$ cat config.mk
export PLATFORM = sky130hd
export DESIGN_NAME = ram_tx_sequencer
export DESIGN_NICKNAME = d
export VERILOG_FILES = /design/src/rtl/ram_tx_sequencer.sv
export SDC_FILE = /design/constraint.sdc
export NUM_CORES = 1
export LEC_CHECK = 0
export ABC_AREA = 0
export CAP_MARGIN = 20
export CORE_ASPECT_RATIO = 1.2
export CORE_MARGIN = 4
export CORE_UTILIZATION = 50
export DETAILED_ROUTE_END_ITERATION = 6
export GPL_TIMING_DRIVEN = 0
export PLACE_DENSITY_LB_ADDON = 0.15
export SLEW_MARGIN = 30
export SYNTH_ARGS = -nofsm -noshare
export SYNTH_HDL_FRONTEND = slang
export SYNTH_SLANG_ARGS = --single-unit
$ cat constraint.sdc
create_clock -name clk -period 2.54 [get_ports clk]
set_clock_uncertainty 0.2 [all_clocks]
set_input_delay 0.508 -clock clk [delete_from_list [all_inputs] [get_ports clk]]
set_output_delay 0.508 -clock clk [all_outputs]
set_load 0.05 [all_outputs]
$ cat src/rtl/ram_tx_sequencer.sv
// ----------------------------------------------------------------------------
// ram_tx_sequencer
//
// Purpose:
//   Owns the 8-bit DRAM port and the UART transmitter handshake. On start it
//   first fills DRAM addresses 0..DEPTH-1 with an incrementing byte pattern
//   beginning at seed, then reads every location back and hands each byte to
//   the transmitter. Fill and send are strictly sequenced and never overlap.
//
// Parameters:
//   ADDR_W  - DRAM address width
//   DEPTH   - number of locations filled and sent (1..2^ADDR_W)
//   RD_LAT  - DRAM read latency in clocks (1 or 2)
//   BUSY_TO - clocks allowed for tx_busy_i to rise after tx_start_o
//
// Ports:
//   clk          system clock
//   rst_n        asynchronous active-low reset
//   start_i      begin a fill/send run (sampled only in IDLE/DONE)
//   abort_i      synchronous abort, returns to IDLE next clock
//   seed_i       data value written at address 0
//   ram_addr_o   DRAM address
//   ram_wdata_o  DRAM write data
//   ram_wren_o   DRAM write enable
//   ram_q_i      DRAM read data
//   tx_data_o    byte presented to the transmitter
//   tx_start_o   one-clock transmit request
//   tx_busy_i    transmitter busy flag
//   busy_o       high in any state other than IDLE/DONE
//   done_o       high in DONE until the next start
//   tx_err_o     sticky handshake-timeout flag, cleared on start
//   state_out_o  state encoding for debug
// ----------------------------------------------------------------------------
module ram_tx_sequencer #(
    parameter int ADDR_W  = 16,
    parameter int DEPTH   = 256,
    parameter int RD_LAT  = 1,
    parameter int BUSY_TO = 16
) (
    input  logic              clk,
    input  logic              rst_n,
    input  logic              start_i,
    input  logic              abort_i,
    input  logic [7:0]        seed_i,
    output logic [ADDR_W-1:0] ram_addr_o,
    output logic [7:0]        ram_wdata_o,
    output logic              ram_wren_o,
    input  logic [7:0]        ram_q_i,
    output logic [7:0]        tx_data_o,
    output logic              tx_start_o,
    input  logic              tx_busy_i,
    output logic              busy_o,
    output logic              done_o,
    output logic              tx_err_o,
    output logic [2:0]        state_out_o
);

    typedef enum logic [2:0] {
        ST_IDLE       = 3'd0,
        ST_FILL       = 3'd1,
        ST_RD_REQ     = 3'd2,
        ST_RD_WAIT    = 3'd3,
        ST_TX_LOAD    = 3'd4,
        ST_TX_WAIT_HI = 3'd5,
        ST_TX_WAIT_LO = 3'd6,
        ST_DONE       = 3'd7
    } state_e;

    localparam int                TO_W      = $clog2(BUSY_TO + 1);
    localparam logic [ADDR_W-1:0] LAST_ADDR = ADDR_W'(DEPTH - 1);
    localparam logic [1:0]        LAT_LAST  = 2'(RD_LAT - 1);
    localparam logic [TO_W-1:0]   TO_LAST   = TO_W'(BUSY_TO - 1);

    state_e              state_q,    state_d;
    logic [ADDR_W-1:0]   addr_q,     addr_d;
    logic [7:0]          wdata_q,    wdata_d;
    logic                wren_q,     wren_d;
    logic [7:0]          tx_data_q,  tx_data_d;
    logic                tx_start_q, tx_start_d;
    logic                tx_err_q,   tx_err_d;
    logic                done_q,     done_d;
    logic                busy_q,     busy_d;
    logic [1:0]          lat_q,      lat_d;
    logic [TO_W-1:0]     to_q,       to_d;

    // Next-state and registered-output computation for the sequencer.
    always_comb begin
        state_d    = state_q;
        addr_d     = addr_q;
        wdata_d    = wdata_q;
        wren_d     = 1'b0;
        tx_data_d  = tx_data_q;
        tx_start_d = 1'b0;
        tx_err_d   = tx_err_q;
        lat_d      = lat_q;
        to_d       = to_q;

        if (abort_i) begin
            // Write enable and transmit request fall with the return to IDLE;
            // tx_err is deliberately kept so the fault stays visible.
            state_d = ST_IDLE;
        end else begin
            case (state_q)
                ST_IDLE, ST_DONE: begin
                    if (start_i) begin
                        state_d  = ST_FILL;
                        addr_d   = '0;
                        wdata_d  = seed_i;
                        wren_d   = 1'b1;
                        tx_err_d = 1'b0;
                    end else begin
                        state_d = state_q;
                    end
                end
                ST_FILL: begin
                    // The cycle presenting LAST_ADDR is the final write.
                    if (addr_q == LAST_ADDR) begin
                        state_d = ST_RD_REQ;
                        addr_d  = '0;
                    end else begin
                        addr_d  = addr_q + ADDR_W'(1);
                        wdata_d = wdata_q + 8'd1;
                        wren_d  = 1'b1;
                    end
                end
                ST_RD_REQ: begin
                    state_d = ST_RD_WAIT;
                    lat_d   = 2'd0;
                end
                ST_RD_WAIT: begin
                    if (lat_q >= LAT_LAST) begin
                        tx_data_d = ram_q_i;
                        state_d   = ST_TX_LOAD;
                    end else begin
                        lat_d = lat_q + 2'd1;
                    end
                end
                ST_TX_LOAD: begin
                    // The request is raised while still in TX_LOAD and the
                    // state advances once it has been visible for one clock.
                    if (tx_start_q) begin
                        state_d = ST_TX_WAIT_HI;
                        to_d    = to_q + TO_W'(1);
                    end else if (!tx_busy_i) begin
                        tx_start_d = 1'b1;
                        to_d       = '0;
                    end else begin
                        state_d = ST_TX_LOAD;
                    end
                end
                ST_TX_WAIT_HI: begin
                    // to_q counts clocks since tx_start_o rose.
                    if (tx_busy_i) begin
                        state_d = ST_TX_WAIT_LO;
                    end else if (to_q >= TO_LAST) begin
                        tx_err_d = 1'b1;
                        state_d  = ST_TX_WAIT_LO;
                    end else begin
                        to_d = to_q + TO_W'(1);
                    end
                end
                ST_TX_WAIT_LO: begin
                    if (!tx_busy_i) begin
                        if (addr_q == LAST_ADDR) begin
                            state_d = ST_DONE;
                        end else begin
                            addr_d  = addr_q + ADDR_W'(1);
                            state_d = ST_RD_REQ;
                        end
                    end else begin
                        state_d = ST_TX_WAIT_LO;
                    end
                end
                default: begin
                    state_d = ST_IDLE;
                end
            endcase
        end

        done_d = (state_d == ST_DONE);
        busy_d = (state_d != ST_IDLE) && (state_d != ST_DONE);
    end

    // State and output registers.
    always_ff @(posedge clk or negedge rst_n) begin
        if (!rst_n) begin
            state_q    <= ST_IDLE;
            addr_q     <= '0;
            wdata_q    <= 8'd0;
            wren_q     <= 1'b0;
            tx_data_q  <= 8'd0;
            tx_start_q <= 1'b0;
            tx_err_q   <= 1'b0;
            done_q     <= 1'b0;
            busy_q     <= 1'b0;
            lat_q      <= 2'd0;
            to_q       <= '0;
        end else begin
            state_q    <= state_d;
            addr_q     <= addr_d;
            wdata_q    <= wdata_d;
            wren_q     <= wren_d;
            tx_data_q  <= tx_data_d;
            tx_start_q <= tx_start_d;
            tx_err_q   <= tx_err_d;
            done_q     <= done_d;
            busy_q     <= busy_d;
            lat_q      <= lat_d;
            to_q       <= to_d;
        end
    end

    assign ram_addr_o  = addr_q;
    assign ram_wdata_o = wdata_q;
    assign ram_wren_o  = wren_q;
    assign tx_data_o   = tx_data_q;
    assign tx_start_o  = tx_start_q;
    assign tx_err_o    = tx_err_q;
    assign done_o      = done_q;
    assign busy_o      = busy_q;
    assign state_out_o = state_q;

endmodule
After elaboration in Yosys (flattened, before gate mapping)
Index checks and enable logic that the tools add are counted.

Input port bits: 21. Bits in registers: 47.

Add/sub/neg operators: 4. Magnitude comparators: 2. Reductions and logical operators: 15. Multiplexer cells: 38. Bitwise operators: 1. Equality and inequality tests: 19.

Operators with widths (count): 16-bit 2-to-1 mux (4); 16-bit one-hot mux with 3 select lines (1); 3-bit 2-to-1 mux (10); 3-bit one-hot mux with 7 select lines (1); 5-bit 2-to-1 mux (4); 16-bit by 1-bit adder with 16-bit output (second input constant) (1); 16-bit by 8-bit equality test with 1-bit output (second input constant) (1); 8-bit 2-to-1 mux (2); 2-bit inequality test (second input constant) (8); 8-bit one-hot mux with 2 select lines (1); 3-bit equality test (second input constant) (5); 5-bit AND reduction (3); 1-bit 2-to-1 mux (10); 5-bit one-hot mux with 2 select lines (1); 8-bit by 1-bit adder with 8-bit output (second input constant) (1); 2-bit nonzero test (4); 3-bit by 2-bit equality test with 1-bit output (second input constant) (2); 3-bit inequality test (second input constant) (2); 3-bit AND reduction (2); 3-bit nonzero test (2); 5-bit by 1-bit adder with 5-bit output (second input constant) (1); 5-bit by 4-bit greater-or-equal comparator with 1-bit output (second input constant) (1); 1-bit one-hot mux with 2 select lines (2); 2-bit one-hot mux with 2 select lines (1); other kinds (9) (9).

Longest topological paths before layout
Depth in word-level cells: 7. Mapped depth: 8. Gate-level depth less buffers: 8.

Least setup slack after synthesis
Ideal clock, no wire load.

Kind: register -> register. Start: reg addr_q[0], in the netlist ram_addr_o[0]. End: reg wdata_q[0], in the netlist ram_wdata_o[0]. Arrival: 2276 ps. Slack: -61 ps. Stages on the path, launching flop included: 8. Data required time: 2215 ps. Period minus slack after synthesis: 2601 ps. Library setup time: 125 ps. Cells stage by stage: dfrtp_1 > ha_1 > and3_1 > nand4_2 > a22o_1 > and2_1 > buf_2 > mux2_4.

Word-level cells in the longest chain between the ends: 3.

Ends and longest elaborated chain: start: declaration (RTL line 75) `logic [ADDR_W-1:0] addr_q, addr_d;`; start signal: assignment (RTL line 200) `addr_q <= addr_d;`; 16-bit by 8-bit equality test with 1-bit output (RTL line 117) `if (addr_q == LAST_ADDR) begin`; 2-bit inequality test (no line); 4-bit AND reduction (no line); end signal: assignment (RTL line 201) `wdata_q <= wdata_d;`; end: declaration (RTL line 76) `logic [7:0] wdata_q, wdata_d;`.

No other way between the ends. A chain may end at the register's enable or synchronous reset.

Worst setup path in the final report
Start: reg addr_q[8], in the netlist ram_addr_o[8]. End: reg wdata_q[0], in the netlist ram_wdata_o[0].

The elaborated chain is that of the path after synthesis.

==> metrics.md <==
| Metric | Value |
|---|---|
| Status | finished, violations left |
| Failing checks | hold timing |
| Worst-Skew Late Latency | 0.30 ns |
| Yosys cell types | 50 |
| Crit-path max FO | 9 |
| RSZ-0062 raised after global routing | yes |
| Detailed placement HPWL | 4551 µm |
| Adder-cell share of the synthesized area | 1.928% |
| Final net count | 368 |
| Final hold slack | -0.008696 ns |
| Post-Synth XOR/XNOR Area | 0% |
| Main combinational cell family by area after synthesis | simple AND/OR/NAND/NOR gates |
| GPL Wtd Cong | 0.8331 |
| TritonRoute pass-1 iters | 4 |
| GRT Overall Usage | 20.24% |
| Dpl cells | 396 |
| Clock Path Buffers | 2 |
| Worst rel slew slack | 60.57% |
| Reg clk slew, reported paths | 0.08 ns |
| Power, Total | 2.162 mW |
| Sequential share of the synthesized area | 43.37% |
| Worst EP arrival | 2.46 ns |
| Wire per inst | 15.61 µm |
| CTS Hold Bufs | 0 |
| Final-report setup violation count | 0 |
| # IOs | 61 |
| Ys Warns | 0 |
| Root buffer cell | clkbuf_8 |
| Final antenna-violating net count | 0 |
| PortBufs | 59 |
| FP Rows | 28 |
| Gate power share | 37.0% |
| Gate Count Post-Synth | 277 |
| Final hold vios | 4 |
| Critical Path RT | 2.53 ns |
| WS Path Type | reg2reg |
| Simple-gate share of the synthesized area | 24.48% |
| Hold Crit Class | in2async |
| Cell Int Power | 1.301 mW |
| Mux cell area share after synthesis | 5.253% |
| Starting Density | 52.19% |
| Avg Inst Size Synth | 9.373 µm² |
| Share of layout cells above drive strength 1 | 12.50% |
| Vias | 2409 |
| Endpoint class of the critical path | flop |
| CTS tree | yes |
| Clk network pwr share | 21.1% |
| Switching share of power | 39.79% |
| Switching Power | 860.2 µW |
| Clk sinks | 45 |
| PwrDens | 640.1 mW/mm² |
| Max-Cap Viols | 0 |
| Core Box Area | 0.004975 mm² |
| Final wirelength | 6306 µm |
| Postcts setup bufs | 0 |
| Initial antenna violation count | 0 |
| Flop pwr share | 41.9% |
| Largest net degree at the start of global routing | 46 |
| Final worst slack | 0.06811 ns |
| Peak supply drop | 358.0 µV |
| Vias per inst | 5.963 |
| P&R area growth vs syn | 30.07% |
| Leakage Power | 1.373 nW |
| Die Span Y | 86.94 µm |
| Die area | 0.006414 mm² |
| Startpoint types | flop |
| Remaining global-route overflow | 0 |
| First-pass GRT wire length | 10260 µm |
| Drc violations | 0 |
| Diode count | 0 |
| Post-synthesis register bit count | 45 |
| Worst Max-Slew Pin Slew | 0.5882 ns |
| Non-filler cells, final | 404 |
| Final cycle utilization of the critical path | 97.32% |
| Slew Viols, Final | 0 |
| Vias in the first global route | 2181 |
| Pre-CTS WS | -0.4635 ns |
| # H-tree levels | 2 |
| Die W | 73.78 µm |
| Num CTS Buffers | 5 |
| Violation count after the first detailed-route iteration | 274 |
| Mapped Nets | 302 |
| Synthesized cell area | 0.002596 mm² |
| Synth Area in Compound Gates | 22.36% |
| Tmin final | 2.472 ns |
| Fmax | 404.5 MHz |
[cells in the mapped netlist, drive strengths merged]
library cell  instances  area [µm²]
nand4                 7       50.05
a221o                 1       10.01
a21oi                31       155.2
o21ai                23       115.1
a2111oi               2       17.52
and3                  9       56.30
mux2i                 2       20.02
and2                  3       18.77
a31oi                 7       71.31
o31ai                 3       22.52
o211ai                6       45.04
a311oi                1       8.760
nand3                18       90.09
or4b                  1       10.01
a211oi                2       15.01
nand2b                4       25.02
o2bb2ai               2       17.52
ha                    4       50.05
and4                  4       35.03
nor3                  1       10.01
nor3b                 1       7.510
nor2                 15       63.81
or3b                  2       22.52
nand2                26       97.59
nor2b                 3       18.77
or4                   6       45.04
and2b                 1       7.510
nor4                  3       40.04
a31o                  3       26.28
a221oi                1       8.760
a21o                  2       15.01
buf                   4       18.76
inv                   6       22.52
clkbuf                7       26.28
or2                   2       12.51
a22o                  2       17.52
mux2                 10       116.4
or3                   4       25.02
dfrtp                45        1126
o22ai                 2       26.28
a211o                 1       8.760
[routing by layer]
metal | GRT usage, % | part of all wire (%) | up-vias
li1 | - | - | 1179
met1 | 27.87 | 44 | 1140
met2 | 31.53 | 49 | 82
met5 | 0 | 0 | -
met4 | 7.249 | 1.5 | 0
met3 | 4.042 | 5.7 | 8
[critical path, stage by stage, from the launching register on]
cell	delay, ns
dfrtp_1	0.48
nor4_4	0.38
nand4_2	0.28
a22o_2	0.38
and2_1	0.17
buf_2	0.18
mux2_4	0.30
[path summary, 6_finish.rpt]
path                                     from        endpoint  slack [ns]  cells after the start
worst min register to register   tx_data_o[6]    tx_data_o[6]        0.31                      1
worst max register to register  ram_addr_o[8]  ram_wdata_o[0]        0.07                      6
worst max-delay path            ram_addr_o[8]  ram_wdata_o[0]        0.07                      6
worst min-delay path                    rst_n   ram_addr_o[3]      -0.009                      1
min in group clk                 tx_data_o[6]    tx_data_o[6]        0.31                      1
max in group asynchronous               rst_n   ram_addr_o[1]        1.73                      1
[layout make-up]
class	instances	area, µm²
buffer	11	46.29
clock buffer	8	90.09
fill	401	1598
inverter	6	22.52
multi-input combinational	215	1428
sequential	45	1129
tap	60	75.07
timing repair buffer	59	586.8
[sequential cells by signal, summed over array words and instances, names as in the netlist, 3 cells and up]
signal and flops:
ram_addr_o 16, ram_wdata_o 8, tx_data_o 8, to_q 5, state_out_o 3
[power groups by stage]
stage / Combinational [mW] / Clock (mW) / Sequential, mW
6_report: 0.800 / 0.456 / 0.906
5_1_grt: 0.853 / 0.491 / 0.921
3_3_place_gp: 0.799 / 0 / 0.913
4_1_cts: 0.802 / 0.474 / 0.903
3_5_place_dp: 0.801 / 0 / 0.915
2_1_floorplan: 0.238 / 0 / 1.19
[through the flow]
stage	area [µm²]	hold slack [ns]	setup TNS (ns)	utilization [%]
final	3377	-0.008696	0	67.88
after global routing	3377	0.02760	-0.08960	67.88
after CTS	3352	0.01951	0	67.38
after detailed placement	3262	0.2944	-4.708	65.57
after global placement	3264	0.2886	-27.72	65.62
after floorplan	2599	0.01241	0	-
[placed cells by master (no fill, tap or decap), types with 8 or more instances in the layout]
| cell type | synthesis | routed |
|---|---|---|
| clkdlybuf4s50_1 | 0 | 57 |
| dfrtp_1 | 45 | 43 |
| a21oi_1 | 31 | 30 |
| nand2_1 | 26 | 26 |
| o21ai_0 | 23 | 23 |
| nand3_1 | 18 | 17 |
| nor2_1 | 14 | 14 |
| and3_1 | 9 | 9 |
| mux2_2 | 9 | 9 |
| clkbuf_1 | 7 | 8 |
[what timing repair did]
| item | in CTS | in global routing |
|---|---|---|
| resized for setup | 2 | 5 |
| endpoints found under the setup margin | 6 | 15 |
| pin swaps | 0 | 2 |
[kinds of logic after synthesis]
kind of cell | Yosys count
AOI/OAI and AO/OA | 89
adders and majority gates | 4
buffers and inverters | 17
DFF | 45
muxes | 12
and+or+nand+nor | 110
(Power assumes the default switching activity.)
